**src/rtl/riscv_pkg.sv**
```systemverilog
// Shared RV32I pipeline types and constants: fetch FSM encoding, IF/ID payload, NOP encoding.
package riscv_pkg;

    localparam logic [31:0] NOP_INSTR        = 32'h0000_0013;
    localparam logic [31:0] DEFAULT_RESET_PC = 32'h0000_0000;

    typedef enum logic [1:0] {
        REQ  = 2'd0,
        WAIT = 2'd1,
        HOLD = 2'd2,
        DROP = 2'd3
    } fetch_state_e;

    typedef struct packed {
        logic        vld;
        logic [31:0] pc;
        logic [31:0] instr;
    } if_id_t;

    localparam if_id_t IF_ID_BUBBLE = '{vld: 1'b0, pc: 32'h0000_0000, instr: NOP_INSTR};

    function automatic logic [31:0] align_word(input logic [31:0] addr);
        return {addr[31:2], 2'b00};
    endfunction

endpackage

```
**src/rtl/if_fetch_stage.sv**
```systemverilog
// Instruction fetch: owns the PC, keeps one imem request in flight, 1 instr/cycle with 1-cycle memory.
// Decode stalls park a returned word in a one-entry hold buffer; redirects bubble IF/ID and drop stale responses.
module if_fetch_stage
    import riscv_pkg::*;
#(
    parameter logic [31:0] RESET_PC = DEFAULT_RESET_PC,
    parameter int unsigned XLEN     = 32
) (
    input  logic            clk,
    input  logic            reset,
    input  logic            stall,
    input  logic            redirect_valid,
    input  logic [XLEN-1:0] redirect_pc,
    output logic            imem_req,
    output logic [XLEN-1:0] imem_addr,
    input  logic            imem_valid,
    input  logic [XLEN-1:0] imem_rdata,
    output logic            if_id_valid,
    output logic [XLEN-1:0] if_id_pc,
    output logic [XLEN-1:0] if_id_instr,
    output logic [XLEN-1:0] pc_out,
    output logic            misalign_err
);

    fetch_state_e    r_state;
    fetch_state_e    w_state_nxt;
    if_id_t          r_if_id;
    if_id_t          w_if_id_nxt;
    logic [XLEN-1:0] r_pc;
    logic [XLEN-1:0] w_pc_nxt;
    logic [XLEN-1:0] w_pc_inc;
    logic [XLEN-1:0] r_hold_buf;
    logic            w_hold_load;
    logic            w_req;
    logic [XLEN-1:0] w_addr;
    logic            r_misalign;
    logic            w_misalign_nxt;

    assign w_pc_inc       = r_pc + 32'd4;
    assign w_misalign_nxt = redirect_valid & (redirect_pc[1:0] != 2'b00);

    always_comb begin
        w_state_nxt = r_state;
        w_pc_nxt    = r_pc;
        w_if_id_nxt = r_if_id;
        w_hold_load = 1'b0;
        w_req       = 1'b0;
        w_addr      = r_pc;

        if (redirect_valid) begin
            // Redirect beats stall: the instruction in IF/ID is on the wrong path anyway.
            w_pc_nxt    = align_word(redirect_pc);
            w_if_id_nxt = IF_ID_BUBBLE;
            unique case (r_state)
                REQ:  w_state_nxt = REQ;
                HOLD: w_state_nxt = REQ;
                WAIT: w_state_nxt = imem_valid ? REQ : DROP;
                DROP: w_state_nxt = DROP;
            endcase
        end else begin
            unique case (r_state)
                REQ: begin
                    w_req       = 1'b1;
                    w_addr      = r_pc;
                    w_state_nxt = WAIT;
                    if (!stall) w_if_id_nxt = IF_ID_BUBBLE;
                end
                WAIT: begin
                    if (imem_valid && stall) begin
                        w_hold_load = 1'b1;
                        w_state_nxt = HOLD;
                    end else if (imem_valid) begin
                        // Back-to-back: next fetch leaves in the same cycle the word lands.
                        w_if_id_nxt = '{vld: 1'b1, pc: r_pc, instr: imem_rdata};
                        w_pc_nxt    = w_pc_inc;
                        w_req       = 1'b1;
                        w_addr      = w_pc_inc;
                    end else if (!stall) begin
                        w_if_id_nxt = IF_ID_BUBBLE;
                    end
                end
                HOLD: begin
                    if (!stall) begin
                        w_if_id_nxt = '{vld: 1'b1, pc: r_pc, instr: r_hold_buf};
                        w_pc_nxt    = w_pc_inc;
                        w_state_nxt = REQ;
                    end
                end
                DROP: begin
                    if (!stall) w_if_id_nxt = IF_ID_BUBBLE;
                    if (imem_valid) w_state_nxt = REQ;
                end
            endcase
        end
    end

    always_ff @(posedge clk) begin
        if (!reset) begin
            r_state    <= REQ;
            r_pc       <= RESET_PC;
            r_if_id    <= IF_ID_BUBBLE;
            r_hold_buf <= '0;
            r_misalign <= 1'b0;
        end else begin
            r_state    <= w_state_nxt;
            r_pc       <= w_pc_nxt;
            r_if_id    <= w_if_id_nxt;
            r_misalign <= w_misalign_nxt;
            if (w_hold_load) r_hold_buf <= imem_rdata;
        end
    end

    assign imem_req     = w_req & reset;
    assign imem_addr    = w_addr;
    assign if_id_valid  = r_if_id.vld;
    assign if_id_pc     = r_if_id.pc;
    assign if_id_instr  = r_if_id.instr;
    assign pc_out       = r_pc;
    assign misalign_err = r_misalign;

endmodule

```
**config.mk**
```make
export PLATFORM = sky130hd
export DESIGN_NAME = if_fetch_stage
export DESIGN_NICKNAME = d
export VERILOG_FILES = /design/src/rtl/riscv_pkg.sv /design/src/rtl/if_fetch_stage.sv
export SDC_FILE = /design/constraint.sdc
export NUM_CORES = 1
export LEC_CHECK = 0
export BUFFER_PORTS_ARGS = -buffer_cell sky130_fd_sc_hd__clkbuf_2
export CAP_MARGIN = 20
export CORE_AREA = 5 5 160 101
export DETAILED_ROUTE_END_ITERATION = 12
export DIE_AREA = 0 0 165 106
export PLACE_DENSITY = 0.8
export SYNTH_ARGS = -nofsm -noshare
export SYNTH_HDL_FRONTEND = slang
export SYNTH_SLANG_ARGS = --single-unit
```
**constraint.sdc**
```tcl
create_clock -name clk -period 2.71 [get_ports clk]
set_input_delay 0.542 -clock clk [delete_from_list [all_inputs] [get_ports clk]]
set_output_delay 0.542 -clock clk [all_outputs]
set_load 0.01 [all_outputs]
```
Word-level counts from Yosys, hierarchy flattened --
Index checks and enable logic that the tools add are counted.
Storage, ports and cells: flip-flop bits (word level) 132, output and inout port bits 131
Operators by class: $add $sub $neg 1, reduce and logical (&&, ||, !) cells 12, multiplexer cells 26, eq/ne operators 8, bitwise gates (word level) 3
Operator list (count):
- $mux 65 | 4
- $pmux 65 s3 | 1
- $mux 32 | 6
- $pmux 32 s2 | 1
- $add 32x3->32 const B | 1
- $mux 2 | 5
- $ne 3x3->1 const B | 3
- $pmux 2 s4 | 1
- $mux 1 | 6
- $pmux 2 s3 | 1
- $reduce_and 2->1 | 3
- $reduce_or 2->1 | 3
- $eq 2x2->1 const B | 2
- $ne 2x2->1 const B | 2
- $reduce_bool 2->1 | 2
- $reduce_and 3->1 | 1
- $reduce_bool 3->1 | 1
- $and 1x1->1 | 2
- $eq 2x1->1 const B | 1
- $logic_not 2->1 | 1
- $pmux 1 s2 | 1
- $logic_and 1x1->1 | 1
- $not 1->1 | 1

Logic depth before layout (Yosys ltp) --
depth in word-level cells 5, mapped depth 9

Least setup slack after synthesis --
No wires, ideal clock.
path type input-to-output, start point input port redirect_valid, end point output port imem_addr[17], data required time 2.168 ns, slack 0.215 ns, data arrival time 1.953 ns, stages on the path 8, cell sequence buf_2 nor4bb_1 buf_2 and4_1 buf_4 nand3_1 nor2_1 xor2_1
On the way: longest elaborated chain between the ends 1
RTL lines:
- start, declared | line if_fetch_stage.sv:12 | input logic redirect_valid,
- $mux 32 | line if_fetch_stage.sv:50 | if (redirect_valid) begin
- end, declared | line if_fetch_stage.sv:15 | output logic [XLEN-1:0] imem_addr,
Every way passes these cells.

Final worst setup path --
start point register r_state[1], end point output port imem_addr[29]
On the way: longest elaborated chain between the ends 3
RTL lines:
- start, declared | line if_fetch_stage.sv:25 | fetch_state_e r_state;
- start signal, assigned | line if_fetch_stage.sv:105 | r_state <= w_state_nxt;
- $eq 2x1->1 | line if_fetch_stage.sv:61 | unique case (r_state)
- $mux 32 | line if_fetch_stage.sv:61
- $mux 32 | line if_fetch_stage.sv:50
Every way passes these cells.

==> qor.csv <==
stage,metric,value,unit
run_status,status,completed,
sta,Fin. Hold Viols,0,
final_layout,final instance count without filler cells,1171,
synthesis,most common cell in the synthesized netlist,dfxtp_1,
floorplan,boundary pin count,200,
floorplan,Die Y,106,um
power,Leakage,3.60,nW
floorplan,core area,0.0147,mm2
global_route,remaining global-route overflow,0,
synthesis,Most used DFF post-synth,dfxtp_1,
power,Pwr Density,589,mW/mm2
drt,via density per instance,5.38,
synthesis,"Cell Area, Synth",0.00639,mm2
cts,Worst-Skew Late Latency,0.41,ns
hold_path,Hold Crit Depth,2,
synthesis,Syn Area/Cell,8.43,um2
synthesis,Post-synth EDFFs,0,
synthesis,synth unique cells,46,
synthesis,cell accounting for the most synthesized area,dfxtp_1,
setup_path,reg-to-reg startpoint,r_state[1]$_SDFFE_PN0P_,
final_layout,Util after Layout,58.3,%
setup_path,Worst Path Arrival,2.17,ns
sta,Post-Route Setup TNS,0,ns
drt,highest metal used,met5,
sta,total count of max-transition violations in the final report,0,
setup_path,Worst R2R Setup Slack,0.29,ns
drt,Final ANT Viol Nets,0,
cts,CTS sink cnt,130,
sta,crit path time final,2.71,ns
synthesis,Synth top area share,40.7,%
drt,routed length on met1,9.75,mm
cts,root buf cell,clkbuf_16,
global_route,Total GRT Usage,23.9,%
final_layout,Ant. Diodes,0,
drt,routed wl met3,2.20,mm
synthesis,Mapped Cells,758,
synthesis,synth warn,0,
setup_path,Register-to-Register Path Depth,9,
power,Tot Pwr,5.06,mW
final_layout,fin nets,1030,
final_layout,Fill cells,1324,
drt,WL/cell,18.1,um
setup_path,Critical Path End Type,output pin,
synthesis,synth cell count leaders,"130 x dfxtp_1, 115 x nand2_1, 71 x nor2_1, 60 x a22oi_1, 48 x clkbuf_1",
placement,placed insts,1130,
hold_path,worst hold start,redirect_pc[0],
placement,Final HPWL DP,15.2,mm
global_route,largest net degree at the start of global routing,61,
setup_path,CP Class,flip-flop to output pin,
global_route,initial antenna violation count,2,
floorplan,Initial Util,43.4,%
sta,worst slew pin tran,0.609,ns
hold_path,Hold Crit Class,input port to flip-flop,
global_route,first-pass GRT wire length,32.9,mm
synthesis,async set or reset register ratio after synthesis,0,%
floorplan,DIE WIDTH,165,um
cts,hold_buf cts,0,
cts,maximum clock insertion buffer count,2,
synthesis,biggest area contributors in the synthesized netlist,"dfxtp_1 41%, a22oi_1 7.0%, nand2_1 6.8%",
sta,final setup violation count,0,
placement,Buffers on Ports,195,
sta,Max Freq,369,MHz
setup_path,"Req. time, crit path",2.17,ns
drt,initial drt markers,495,
final_layout,share of layout cells above drive strength 1,37.1,%
global_route,vias in the first global route,6038,
synthesis,#FFs+latches synth,130,
drt,Pre-antenna DRT Iters,7,
synthesis,post-synthesis sequential area ratio,40.7,%
setup_path,worst flop-to-flop path endpoint,pc_out[6]$_SDFFE_PN0P_,
sta,fin crit share,99.9,%
drt,DR WL met2,8.97,mm
cts,CTS Buf Count,17,
drt,final wirelength,21.2,mm
sta,skew final,0.00900,ns
floorplan,Die ar.,0.0175,mm2
drt,Residual DRC,0,
setup_path,CP Launch Type,flip-flop,
cts,Max H-tree Level,4,
placement,GP Congestion,0.957,
cts,clk slew on worst S/H paths,0.06,ns
setup_path,CP max FO,4,
drt,Vias,6305,
power,peak supply drop,0.000364,V
hold_path,Hold Path End,misalign_err$_SDFF_PN0_,
floorplan,Rows,35,
final_layout,Layout area overhead,34.3,%
run,max cap viols,0,
sta,RSZ-0062 raised after global routing,yes,
cts,TritonCTS clock tree,done,
sta,Max transition margin,59.4,%
## per-stage QoR
step	worst slack [ns]	area (um2)	hold slack [ns]
4_1_cts	0.0000384	8450	0.345
2_1_floorplan	0.215	6400	0.441
3_5_place_dp	0.0584	7720	0.456
3_3_place_gp	0.0811	7720	0.447
6_report	0.00154	8580	0.357
5_1_grt	-0.0854	8580	0.337
## registers in the layout, indices dropped and copies added (netlist names)
name and cells:
misalign_err 1, if_id_pc 32, r_hold_buf 32, r_state 2, if_id_instr 32, if_id_valid 1, pc_out 30
## cells by family (layout without fill, tap and decap cells)
kind of cell,Yosys count,after routing,share of synthesized area [%]
AND/OR/NAND/NOR,277,277,20.2
XOR/XNOR,57,57,7.81
AO/OA/AOI/OAI,170,170,18.6
other,1,4,0.0587
buffers and inverters,84,291,5.60
adder cells (fa/ha/maj),6,6,1.17
multiplexers,33,33,5.76
flip-flops,130,130,40.7
## worst max-delay path by stage
stage,from,end,slack (ns),cells past startpoint
floorplan,redirect_valid,imem_addr[17],0.21,8
global placement,stall,imem_addr[25],0.08,9
detailed placement,stall,imem_addr[13],0.06,8
CTS,r_state[1]$_SDFFE_PN0P_,imem_addr[25],0.00004,10
global route,r_state[1]$_SDFFE_PN0P_,imem_addr[29],-0.09,9
finish,r_state[1]$_SDFFE_PN0P_,imem_addr[29],0.002,9
## worst max-delay path, cell delays in order, from the launching register on
cell and delay, ns:
dfxtp_2 0.33, inv_2 0.07, ha_4 0.13, nor4bb_4 0.18, buf_4 0.19, and4_4 0.31
buf_6 0.13, nand3_2 0.08, xnor2_1 0.19, buf_2 0.16
## area by class of cell
| type | count | area, um2 | area share, % |
|---|---|---|---|
| multi-input combinational | 547 | 3640 | 42.4 |
| tap | 203 | 254 | 2.96 |
| clock buffer | 22 | 484 | 5.64 |
| clock inverter | 10 | 123 | 1.43 |
| inverter | 9 | 33.8 | 0.394 |
| timing repair buffer | 250 | 1430 | 16.7 |
| sequential | 130 | 2620 | 30.5 |
## cells in the final DEF (no fill, tap or decap), types with 9 or more instances in the layout
cell | netlist | routed
nand2_1 | 115 | 112
nor2_1 | 71 | 68
nand3_1 | 31 | 25
o21ai_0 | 28 | 28
o2bb2ai_1 | 9 | 9
clkbuf_16 | 0 | 17
dfxtp_1 | 130 | 119
nand4_1 | 16 | 16
a21boi_0 | 32 | 32
xnor2_1 | 38 | 33
buf_4 | 5 | 49
xor2_1 | 19 | 19
clkbuf_2 | 1 | 180
mux2_2 | 30 | 30
dfxtp_2 | 0 | 9
buf_2 | 18 | 15
a21oi_1 | 21 | 19
o211a_1 | 10 | 10
a22oi_1 | 60 | 60
## layer usage
metal	vias to the layer above	track usage (%)
li1	3027	-
met1	2927	34.0
met2	317	34.8
met3	30	7.94
met4	4	5.70
met5	-	0
## where the power goes
part,internal (mW),total [mW],leakage [nW],switching (mW)
Clock,1.46,2.33,0.289,0.873
Combinational,0.280,0.686,2.25,0.406
Sequential,1.96,2.04,1.06,0.0723
## what timing repair did
action / in CTS / in global routing
pin swaps: 5 / 9
gates resized for setup: 22 / 41
buffers inserted: 7 / 2
setup endpoints to repair: 20 / 19
No activity file was read; power rests on OpenSTA's default activity.
